$ cat config.mk
export PLATFORM = sky130hd
export DESIGN_NAME = outstream_check
export DESIGN_NICKNAME = d
export VERILOG_FILES = /design/src/rtl/outstream_check.sv
export SDC_FILE = /design/constraint.sdc
export NUM_CORES = 1
export LEC_CHECK = 0
export ABC_AREA = 1
export CORE_AREA = 2 2 298 300
export CTS_CLUSTER_SIZE = 24
export DETAILED_ROUTE_END_ITERATION = 10
export DIE_AREA = 0 0 300 302
export GPL_ROUTABILITY_DRIVEN = 0
export HOLD_SLACK_MARGIN = 0.1
export PLACE_DENSITY_LB_ADDON = 0.2
export RECOVER_POWER = 25
export SYNTH_ARGS = -nofsm -noshare
export SYNTH_HDL_FRONTEND = slang
export SYNTH_SLANG_ARGS = --single-unit
$ cat constraint.sdc
create_clock -name clk -period 3.5 [get_ports clk]
set_clock_uncertainty 0.05 [all_clocks]
set_input_delay 0.525 -clock clk [delete_from_list [all_inputs] [get_ports clk]]
set_output_delay 0.525 -clock clk [all_outputs]
set_load 0.02 [all_outputs]
$ cat src/rtl/outstream_check.sv
// outstream_check: output-stream sink and checker for core-complex benches.
// Accepts values from one core-complex output port over the read handshake.
// Each value is compared against a run-time expected list. The block counts
// accepted and matching values, latches the first mismatch, and reports
// done/pass.
// Optional feature: define OUTSTREAM_CHECK_TIMEOUT_EN to build an idle
// watchdog. The watchdog ends a run after TIMEOUT consecutive cycles in RUN
// without a transfer.
module outstream_check #(
   parameter int WIDTH       = 11,
   parameter int DEPTH       = 64,
   parameter int LW          = $clog2(DEPTH + 1),
   parameter int STOP_ON_ERR = 0,
   parameter int TIMEOUT     = 1024
) (
   input  logic             clk,
   input  logic             rst_n,
   input  logic             start,
   input  logic [LW-1:0]    length,
   input  logic [WIDTH-1:0] expected [0:DEPTH-1],
   input  logic             rready,
   input  logic [WIDTH-1:0] in,
   output logic             read,
   output logic [LW-1:0]    count,
   output logic [LW-1:0]    correct,
   output logic [LW-1:0]    err_idx,
   output logic [WIDTH-1:0] err_val,
   output logic             err,
   output logic             done,
   output logic             pass,
   output logic             timed_out
);

   typedef enum logic [1:0] {
      ST_IDLE = 2'd0,
      ST_RUN  = 2'd1,
      ST_DONE = 2'd2
   } state_t;

   state_t           state_reg, state_next;
   logic [LW-1:0]    len_reg, len_next;
   logic [LW-1:0]    count_reg, count_next;
   logic [LW-1:0]    correct_reg, correct_next;
   logic [LW-1:0]    err_idx_reg, err_idx_next;
   logic [WIDTH-1:0] err_val_reg, err_val_next;
   logic             err_reg, err_next;

   logic [LW-1:0]    len_clamped;
   logic [WIDTH-1:0] exp_sel;
   logic [WIDTH-1:0] exp_masked [0:DEPTH-1];
   logic             xfer;
   logic             match;
   logic             last;

   // An over-long list is a usage error; never run past the end of the list.
   assign len_clamped = (length > LW'(DEPTH)) ? LW'(DEPTH) : length;

   // Select expected[count] as an AND-OR mux.
   // count reaches DEPTH only outside RUN, where an all-zero selection is harmless.
   genvar gi;
   generate
      for (gi = 0; gi < DEPTH; gi++) begin : g_sel
         assign exp_masked[gi] = (count_reg == LW'(gi)) ? expected[gi] : '0;
      end
   endgenerate

   // OR-reduce the masked entries into the currently expected value.
   always_comb begin
      exp_sel = '0;
      for (int i = 0; i < DEPTH; i++) begin
         exp_sel = exp_sel | exp_masked[i];
      end
   end

   assign xfer  = rready && (state_reg == ST_RUN);
   assign match = (in == exp_sel);
   // In RUN, count < len <= DEPTH, so this addition cannot overflow LW bits.
   assign last  = ((count_reg + LW'(1)) == len_reg);

`ifdef OUTSTREAM_CHECK_TIMEOUT_EN
   localparam int TW = (TIMEOUT < 2) ? 1 : $clog2(TIMEOUT);

   logic [TW-1:0] idle_reg, idle_next;
   logic          tout_reg, tout_next;
`else
   // TIMEOUT only matters when the watchdog is built.
   // This empty block keeps the parameter referenced in the default build.
   generate
      if (TIMEOUT < 1) begin : g_timeout_unused
      end
   endgenerate
`endif

   // Next-state and next-result logic for the IDLE/RUN/DONE run controller.
   always_comb begin
      state_next   = state_reg;
      len_next     = len_reg;
      count_next   = count_reg;
      correct_next = correct_reg;
      err_idx_next = err_idx_reg;
      err_val_next = err_val_reg;
      err_next     = err_reg;
`ifdef OUTSTREAM_CHECK_TIMEOUT_EN
      idle_next    = idle_reg;
      tout_next    = tout_reg;
`endif
      case (state_reg)
         ST_IDLE, ST_DONE: begin
            // start wins over a simultaneous rready; read is 0 here anyway.
            if (start) begin
               len_next     = len_clamped;
               count_next   = '0;
               correct_next = '0;
               err_idx_next = '0;
               err_val_next = '0;
               err_next     = 1'b0;
`ifdef OUTSTREAM_CHECK_TIMEOUT_EN
               idle_next    = '0;
               tout_next    = 1'b0;
`endif
               state_next   = (len_clamped == '0) ? ST_DONE : ST_RUN;
            end
         end
         ST_RUN: begin
            if (xfer) begin
               count_next = count_reg + LW'(1);
               if (match) begin
                  correct_next = correct_reg + LW'(1);
               end else if (!err_reg) begin
                  err_next     = 1'b1;
                  err_idx_next = count_reg;
                  err_val_next = in;
               end
`ifdef OUTSTREAM_CHECK_TIMEOUT_EN
               idle_next = '0;
`endif
               if (last || ((STOP_ON_ERR != 0) && !match)) begin
                  state_next = ST_DONE;
               end
            end
`ifdef OUTSTREAM_CHECK_TIMEOUT_EN
            else if (idle_reg == TW'(TIMEOUT - 1)) begin
               tout_next  = 1'b1;
               state_next = ST_DONE;
            end else begin
               idle_next = idle_reg + TW'(1);
            end
`endif
         end
         default: state_next = ST_IDLE;
      endcase
   end

   // State and result registers; reset abandons any run in progress.
   always_ff @(posedge clk or negedge rst_n) begin
      if (!rst_n) begin
         state_reg   <= ST_IDLE;
         len_reg     <= '0;
         count_reg   <= '0;
         correct_reg <= '0;
         err_idx_reg <= '0;
         err_val_reg <= '0;
         err_reg     <= 1'b0;
      end else begin
         state_reg   <= state_next;
         len_reg     <= len_next;
         count_reg   <= count_next;
         correct_reg <= correct_next;
         err_idx_reg <= err_idx_next;
         err_val_reg <= err_val_next;
         err_reg     <= err_next;
      end
   end

`ifdef OUTSTREAM_CHECK_TIMEOUT_EN
   // Watchdog registers: consecutive idle cycles in RUN and the fired flag.
   always_ff @(posedge clk or negedge rst_n) begin
      if (!rst_n) begin
         idle_reg <= '0;
         tout_reg <= 1'b0;
      end else begin
         idle_reg <= idle_next;
         tout_reg <= tout_next;
      end
   end

   assign timed_out = tout_reg;
`else
   assign timed_out = 1'b0;
`endif

   assign read    = (state_reg == ST_RUN);
   assign done    = (state_reg == ST_DONE);
   assign count   = count_reg;
   assign correct = correct_reg;
   assign err_idx = err_idx_reg;
   assign err_val = err_val_reg;
   assign err     = err_reg;
   assign pass    = done && !err_reg && !timed_out && (count_reg == len_reg);

endmodule

=== After elaboration in Yosys (flattened, before gate mapping) ===
Index checks and enable logic that the tools add are counted.
W data, S select, Z words.

* Word-level logic and storage cells: 251
* Input bits: 726
* Output and inout port bits: 37
* Flip-flop bits (word level): 42

* Reduce and logical (&&, ||, !) cells: 15
* Add/sub/neg operators: 2
* Mux-type cells: 89
* Bitwise operators: 63
* $lt $le $gt $ge: 1
* Eq/ne operators: 74

{| class="wikitable"
|+ Operators with widths
! operator !! number
|-
| $mux W11 || 68
|-
| $or A11 B11 Y11 || 63
|-
| $eq A7 B6 Y1 const B || 32
|-
| $eq A7 B5 Y1 const B || 16
|-
| $eq A7 B4 Y1 const B || 8
|-
| $mux W7 || 8
|-
| $pmux W7 S2 || 3
|-
| $eq A7 B3 Y1 const B || 4
|-
| $pmux W11 S2 || 1
|-
| $add A7 B1 Y7 const B || 2
|-
| $eq A7 B2 Y1 const B || 2
|-
| $eq A7 B7 Y1 || 2
|-
| $logic_not A7 Y1 || 2
|-
| $eq A11 B11 Y1 || 1
|-
| $mux W2 || 4
|-
| $reduce_and A4 Y1 || 2
|-
| $eq A7 B1 Y1 const B || 1
|-
| $gt A7 B7 Y1 const B || 1
|-
| $ne A2 B1 Y1 const B || 3
|-
| $ne A2 B2 Y1 const B || 3
|-
| $reduce_and A3 Y1 || 2
|-
| $reduce_and A5 Y1 || 1
|-
| $pmux W2 S2 || 1
|-
| $logic_and A1 B1 Y1 || 3
|-
| 9 further kinds || 11
|}

=== Logic depth before layout (Yosys ltp) ===
* Word-level depth: 69
* Depth in mapped cells: 23
* Gate-level depth less buffers: 22

=== Worst setup path after synthesis ===
Ideal clock, no wire load.

* Path kind: register -> register
* Start: reg count_reg[0], in the netlist count[0]
* End: reg err_idx_reg[0], in the netlist err_idx[0]
* Data arrival time: 2645 ps
* Clock period less this slack: 2812 ps
* Stages on the path, launching flop included: 22
* Setup time: 117 ps
* Data required time: 3333 ps
* Slack: 688 ps
* Buffers on the path: 3
* Cells stage by stage: dfrtp_1 inv_1 ha_1 nand3_1 nor2_1 buf_2 nand2_1 nand2_1 nor2_1 nand2_1 nor2_1 nand2_1 nor2_1 nor2_1 nor2_1 nand2_1 nor2_1 nand3_2 buf_4 buf_6 nand4_1 nand2_1

* Word-level cells in the longest chain between the ends: 68
* Elaborated cells on any way between the ends: 198
* Those cells by class: 65 x eq/ne; 68 x mux; 63 x bitwise; 2 x reduce/logical

{| class="wikitable"
|+ Ends and longest elaborated chain
! what !! line !! RTL
|-
| start: declaration || 42 || <nowiki>logic [LW-1:0] count_reg, count_next;</nowiki>
|-
| start signal: assignment || 167 || <nowiki>count_reg <= count_next;</nowiki>
|-
| $eq A7 B1 Y1 / $logic_not A7 Y1 (equally long branches) || 63 || <nowiki>assign exp_masked[gi] = (count_reg == LW'(gi)) ? expected[gi] : '0;</nowiki>
|-
| $mux W11 || 63 ||
|-
| $or A11 B11 Y11 (63 in series) || 71 || <nowiki>exp_sel = exp_sel | exp_masked[i];</nowiki>
|-
| $eq A11 B11 Y1 || 76 || <nowiki>assign match = (in == exp_sel);</nowiki>
|-
| $ne A2 B2 Y1 (no line) || -- ||
|-
| $reduce_and A5 Y1 (no line) || -- ||
|-
| end signal: assignment || 169 || <nowiki>err_idx_reg <= err_idx_next;</nowiki>
|-
| end: declaration || 44 || <nowiki>logic [LW-1:0] err_idx_reg, err_idx_next;</nowiki>
|}

Parallel ways exist; a longest one is shown, timed or not. The select of a mux whose other input is x is not followed.
A chain may end at the register's enable or synchronous reset.

=== Worst setup path in the final report ===
* Start: reg count_reg[0], in the netlist count[0]
* End: reg err_val_reg[7], in the netlist err_val[7]

* Word-level cells in the longest chain between the ends: 68
* Elaborated cells on any way between the ends: 194
* Those cells by class: 65 x eq/ne; 64 x mux; 63 x bitwise; 2 x reduce/logical

{| class="wikitable"
|+ Ends and longest elaborated chain
! what !! line !! RTL
|-
| $eq A7 B1 Y1 / $logic_not A7 Y1 (equally long branches) || 63 ||
|-
| $mux W11 || 63 ||
|-
| $or A11 B11 Y11 (62 in series) || 71 ||
|-
| $or A11 B11 Y11 (*) || 71 ||
|-
| $eq A11 B11 Y1 (*) || 76 ||
|-
| $ne A2 B2 Y1 (no line) (*) || -- ||
|-
| $reduce_and A5 Y1 (no line) (*) || -- ||
|-
| end signal: assignment || 170 || <nowiki>err_val_reg <= err_val_next;</nowiki>
|-
| end: declaration || 45 || <nowiki>logic [WIDTH-1:0] err_val_reg, err_val_next;</nowiki>
|}

Mark *: on every way between the ends. The rest lies on a longest branch, timed or not.

==> results.py <==
metrics = {
    "status": {
        "outcome": "finished with violations",
        "failed_checks": "capacitance limit, slew limit",
    },
    "clock_tree": {
        "clkTransAtPathRegs_ns": 0.07,
        "clk_path_buf_depth": 2,
        "cts_tree": "done",
        "h-tree-depth": 2,
        "clock_latency_ns": 0.29,
        "cts.sink_count": 42,
        "postCtsHoldBufs": 0,
        "cts_root_buf": "clkbuf_16",
        "cts_buffers": 5,
    },
    "routing": {
        "drtIter0Drc": 888,
        "finalWirelength_um": 106000,
        "drt-vias-per-instance": 3.87,
        "wl_per_cell_um": 26.1,
        "vias": 15734,
        "ant_nets": 0,
        "drtPass1Iterations": 5,
        "drcViolationCount": 0,
    },
    "timing": {
        "finalSetupTns_ns": 0,
        "min_period_ns": 3.34,
        "slew_headroom_pct": -61.5,
        "fmax_mhz": 300,
        "drv_slew": 43,
        "hold_viol": 0,
        "tightest_slew_ns": 2.42,
        "min_period_over_period_pct": 95.4,
        "finalSetupViolations": 0,
    },
    "setup_path": {
        "worstPathRequired_ns": 3.62,
        "reg2reg_from": "count[0]$_DFFE_PN0P_",
        "crit_end": "err_val[7]$_DFFE_PN0P_",
        "cp-startpoint": "count[0]$_DFFE_PN0P_",
        "worstSetupPathType": "reg2reg",
        "path_common_cell": "nand2_1",
        "critPathMaxStageDelay_ns": 0.42,
        "regToRegSetupSlack_ns": 0.16,
        "path_max_fanout": 8,
        "cp-end-kind": "register",
        "reg2reg_to": "err_val[7]$_DFFE_PN0P_",
        "rr_worst_depth": 23,
        "cp-start-kind": "register",
        "worst-path-buf-inv": 6,
        "critPathArrivalTime_ns": 3.46,
        "cp.depth": 23,
        "crit_slowest_cell": "dfrtp_1",
        "crit_family": "simple AND/OR/NAND/NOR gates",
        "crit_chain": "inv_2, ha_2, buf_4, nand2_4, nor2_1, buf_12, buf_4, nand2_1, nand2_1, nor2_4, nand2_1, nor2_2, nand2_1, nor2_4, nor2_1, nor2_1, nand2_1, nor2_4, nand3_4, buf_6, buf_12, nand4_1, nand2_1",
    },
    "finish": {
        "largest_reg_flops": 11,
        "final_cell_mix": "1147 x nand2_1, 760 x clkdlybuf4s50_1, 220 x nor2_1",
        "final_net_count": 3623,
        "stdcell_area_um2": 21200,
        "drive_gt1_share_pct": 15.6,
        "area_delta_synth_final_pct": 142,
        "fin_util_pct": 24.2,
        "final_common_cell": "nand2_1",
    },
    "yosys": {
        "syn_area_um2": 8770,
        "synth_top_family_by_area": "simple AND/OR/NAND/NOR gates",
        "ys_warn_count": 0,
        "synthAdderAreaFrac_pct": 0.713,
        "synth_xor_xnor_area_share_pct": 1.30,
        "yosysSeqAreaShare_pct": 12.0,
        "yosys.area_share.simple_pct": 76.3,
        "ys_ff_latch": 42,
        "synth.distinct_cells": 29,
        "synth-compound-area-share_pct": 2.11,
        "syn-mean-instance-area_um2": 4.57,
        "synth_mux_area_share_pct": 0,
        "synth_nets": 2651,
        "synth_cells": 1920,
    },
    "die": {
        "coreArea_um2": 87600,
        "die_area_um2": 90600,
        "die_h_um": 302,
        "die_w_um": 300,
        "rows": 109,
        "initial_core_util_pct": 10.0,
        "pin_count": 763,
    },
    "global_routing": {
        "grt-ovfl-total": 0,
        "grt_first_pass_wirelength_um": 139000,
        "antenna_found_initial": 16,
        "grt_max_degree": 43,
        "grt_util_all_layers_pct": 22.5,
        "grt_pass1_vias": 16311,
    },
    "place": {
        "dp_hpwl_um": 95300,
        "placed_area_um2": 20300,
        "port_buffers": 761,
    },
    "run": {
        "cap_violations": 1,
    },
    "power_and_ir_drop": {
        "p_leak_nw": 10.2,
        "power_density_nw_per_um2": 273,
        "peakVddDrop_uv": 223,
    },
    "hold_path": {
        "hp-class": "reg2reg",
    },
}
timing repair:
item	4_1_cts	5_1_grt
hold endpoints to repair	0	0
setup buffers	6	6
gates resized for setup	78	92
cloned	0	1
setup endpoints to repair	26	26
pin swaps	4	26
per-layer routing:
metal,vias up,share of wire [%],track usage (%)
met3,57,5.4,3.62
li1,7843,-,-
met2,600,51,41.9
met4,12,0.97,2.04
met1,7222,43,28.0
met5,-,0.066,0
worst min-delay path by stage:
stage / cells after the start / to / from / slack [ns]
floorplan: 0 / correct[0]$_DFFE_PN0P_ / rst_n / 0.18
global placement: 2 / err_val[1]$_DFFE_PN0P_ / err_val[1]$_DFFE_PN0P_ / 0.41
detailed placement: 2 / err_val[1]$_DFFE_PN0P_ / err_val[1]$_DFFE_PN0P_ / 0.42
CTS: 1 / len_reg[2]$_DFFE_PN0P_ / rst_n / 0.40
global route: 2 / err_val[1]$_DFFE_PN0P_ / err_val[1]$_DFFE_PN0P_ / 0.46
finish: 2 / err_val[1]$_DFFE_PN0P_ / err_val[1]$_DFFE_PN0P_ / 0.44
area by class of cell:
class,instances,area (µm²)
fillers,10156,66300
inverters,79,302
repair buffers,1029,10600
flip-flops and latches,42,1050
clock buffers,7,133
well taps,1165,1460
clock inverters,1,30.0
multi-input cells,1735,7680
diodes,7,17.5
power breakdown:
group | leakage, nW | total [mW] | switching [mW] | internal [mW]
Sequential | 0.557 | 0.765 | 0.143 | 0.622
Combinational | 9.60 | 4.49 | 2.42 | 2.07
Clock | 0.0782 | 0.537 | 0.199 | 0.338
Total | 10.2 | 5.80 | 2.76 | 3.03
per-stage QoR:
step,setup WS (ns),hold WS (ns),total power [mW],cells
after global routing,-0.0113,0.457,6.22,4062
after detailed placement,-0.557,0.416,5.01,4037
after floorplan,0.688,0.179,2.26,1920
final,0.161,0.437,5.80,4065
after CTS,0.00168,0.404,5.73,4051
after global placement,-0.559,0.408,5.03,4037
cells in the mapped netlist, drive strengths merged:
cell | n | area, µm²
a21oi | 9 | 45.0
a22o | 2 | 17.5
and3 | 2 | 12.5
buf | 56 | 333
clkbuf | 8 | 30.0
clkinv | 2 | 7.51
conb | 1 | 3.75
dfrtp | 42 | 1050
ha | 5 | 62.6
inv | 77 | 294
nand2 | 1178 | 4440
nand3 | 132 | 696
nand4 | 23 | 144
nor2 | 341 | 1370
nor3 | 3 | 15.0
nor4 | 3 | 18.8
o21a | 1 | 7.51
o21ai | 18 | 90.1
o22ai | 4 | 25.0
xnor2 | 2 | 17.5
xor2 | 11 | 96.3
worst register-to-register path, stage by stage, from the launching register on:
cell     delay, ns
dfrtp_1       0.42
inv_2         0.09
ha_2          0.22
buf_4         0.15
nand2_4       0.11
nor2_1        0.08
buf_12        0.16
buf_4         0.16
nand2_1       0.06
nand2_1       0.10
nor2_4        0.16
nand2_1       0.09
nor2_2        0.17
nand2_1       0.11
nor2_4        0.17
nor2_1        0.05
nor2_1        0.10
nand2_1       0.09
nor2_4        0.13
nand3_4       0.14
buf_6         0.18
buf_12        0.12
nand4_1       0.06
nand2_1       0.07
cell families (layout without fill, tap and decap cells):
group,count (synthesis),in the layout
DFF,42,42
xor gates and xnor gates,13,13
other,1,8
buffers and inverters,143,1116
AOI/OAI and AO/OA,34,34
adders and majority gates,5,5
and+or+nand+nor,1682,1682
Note: power is estimated with default switching activity, not from simulation.
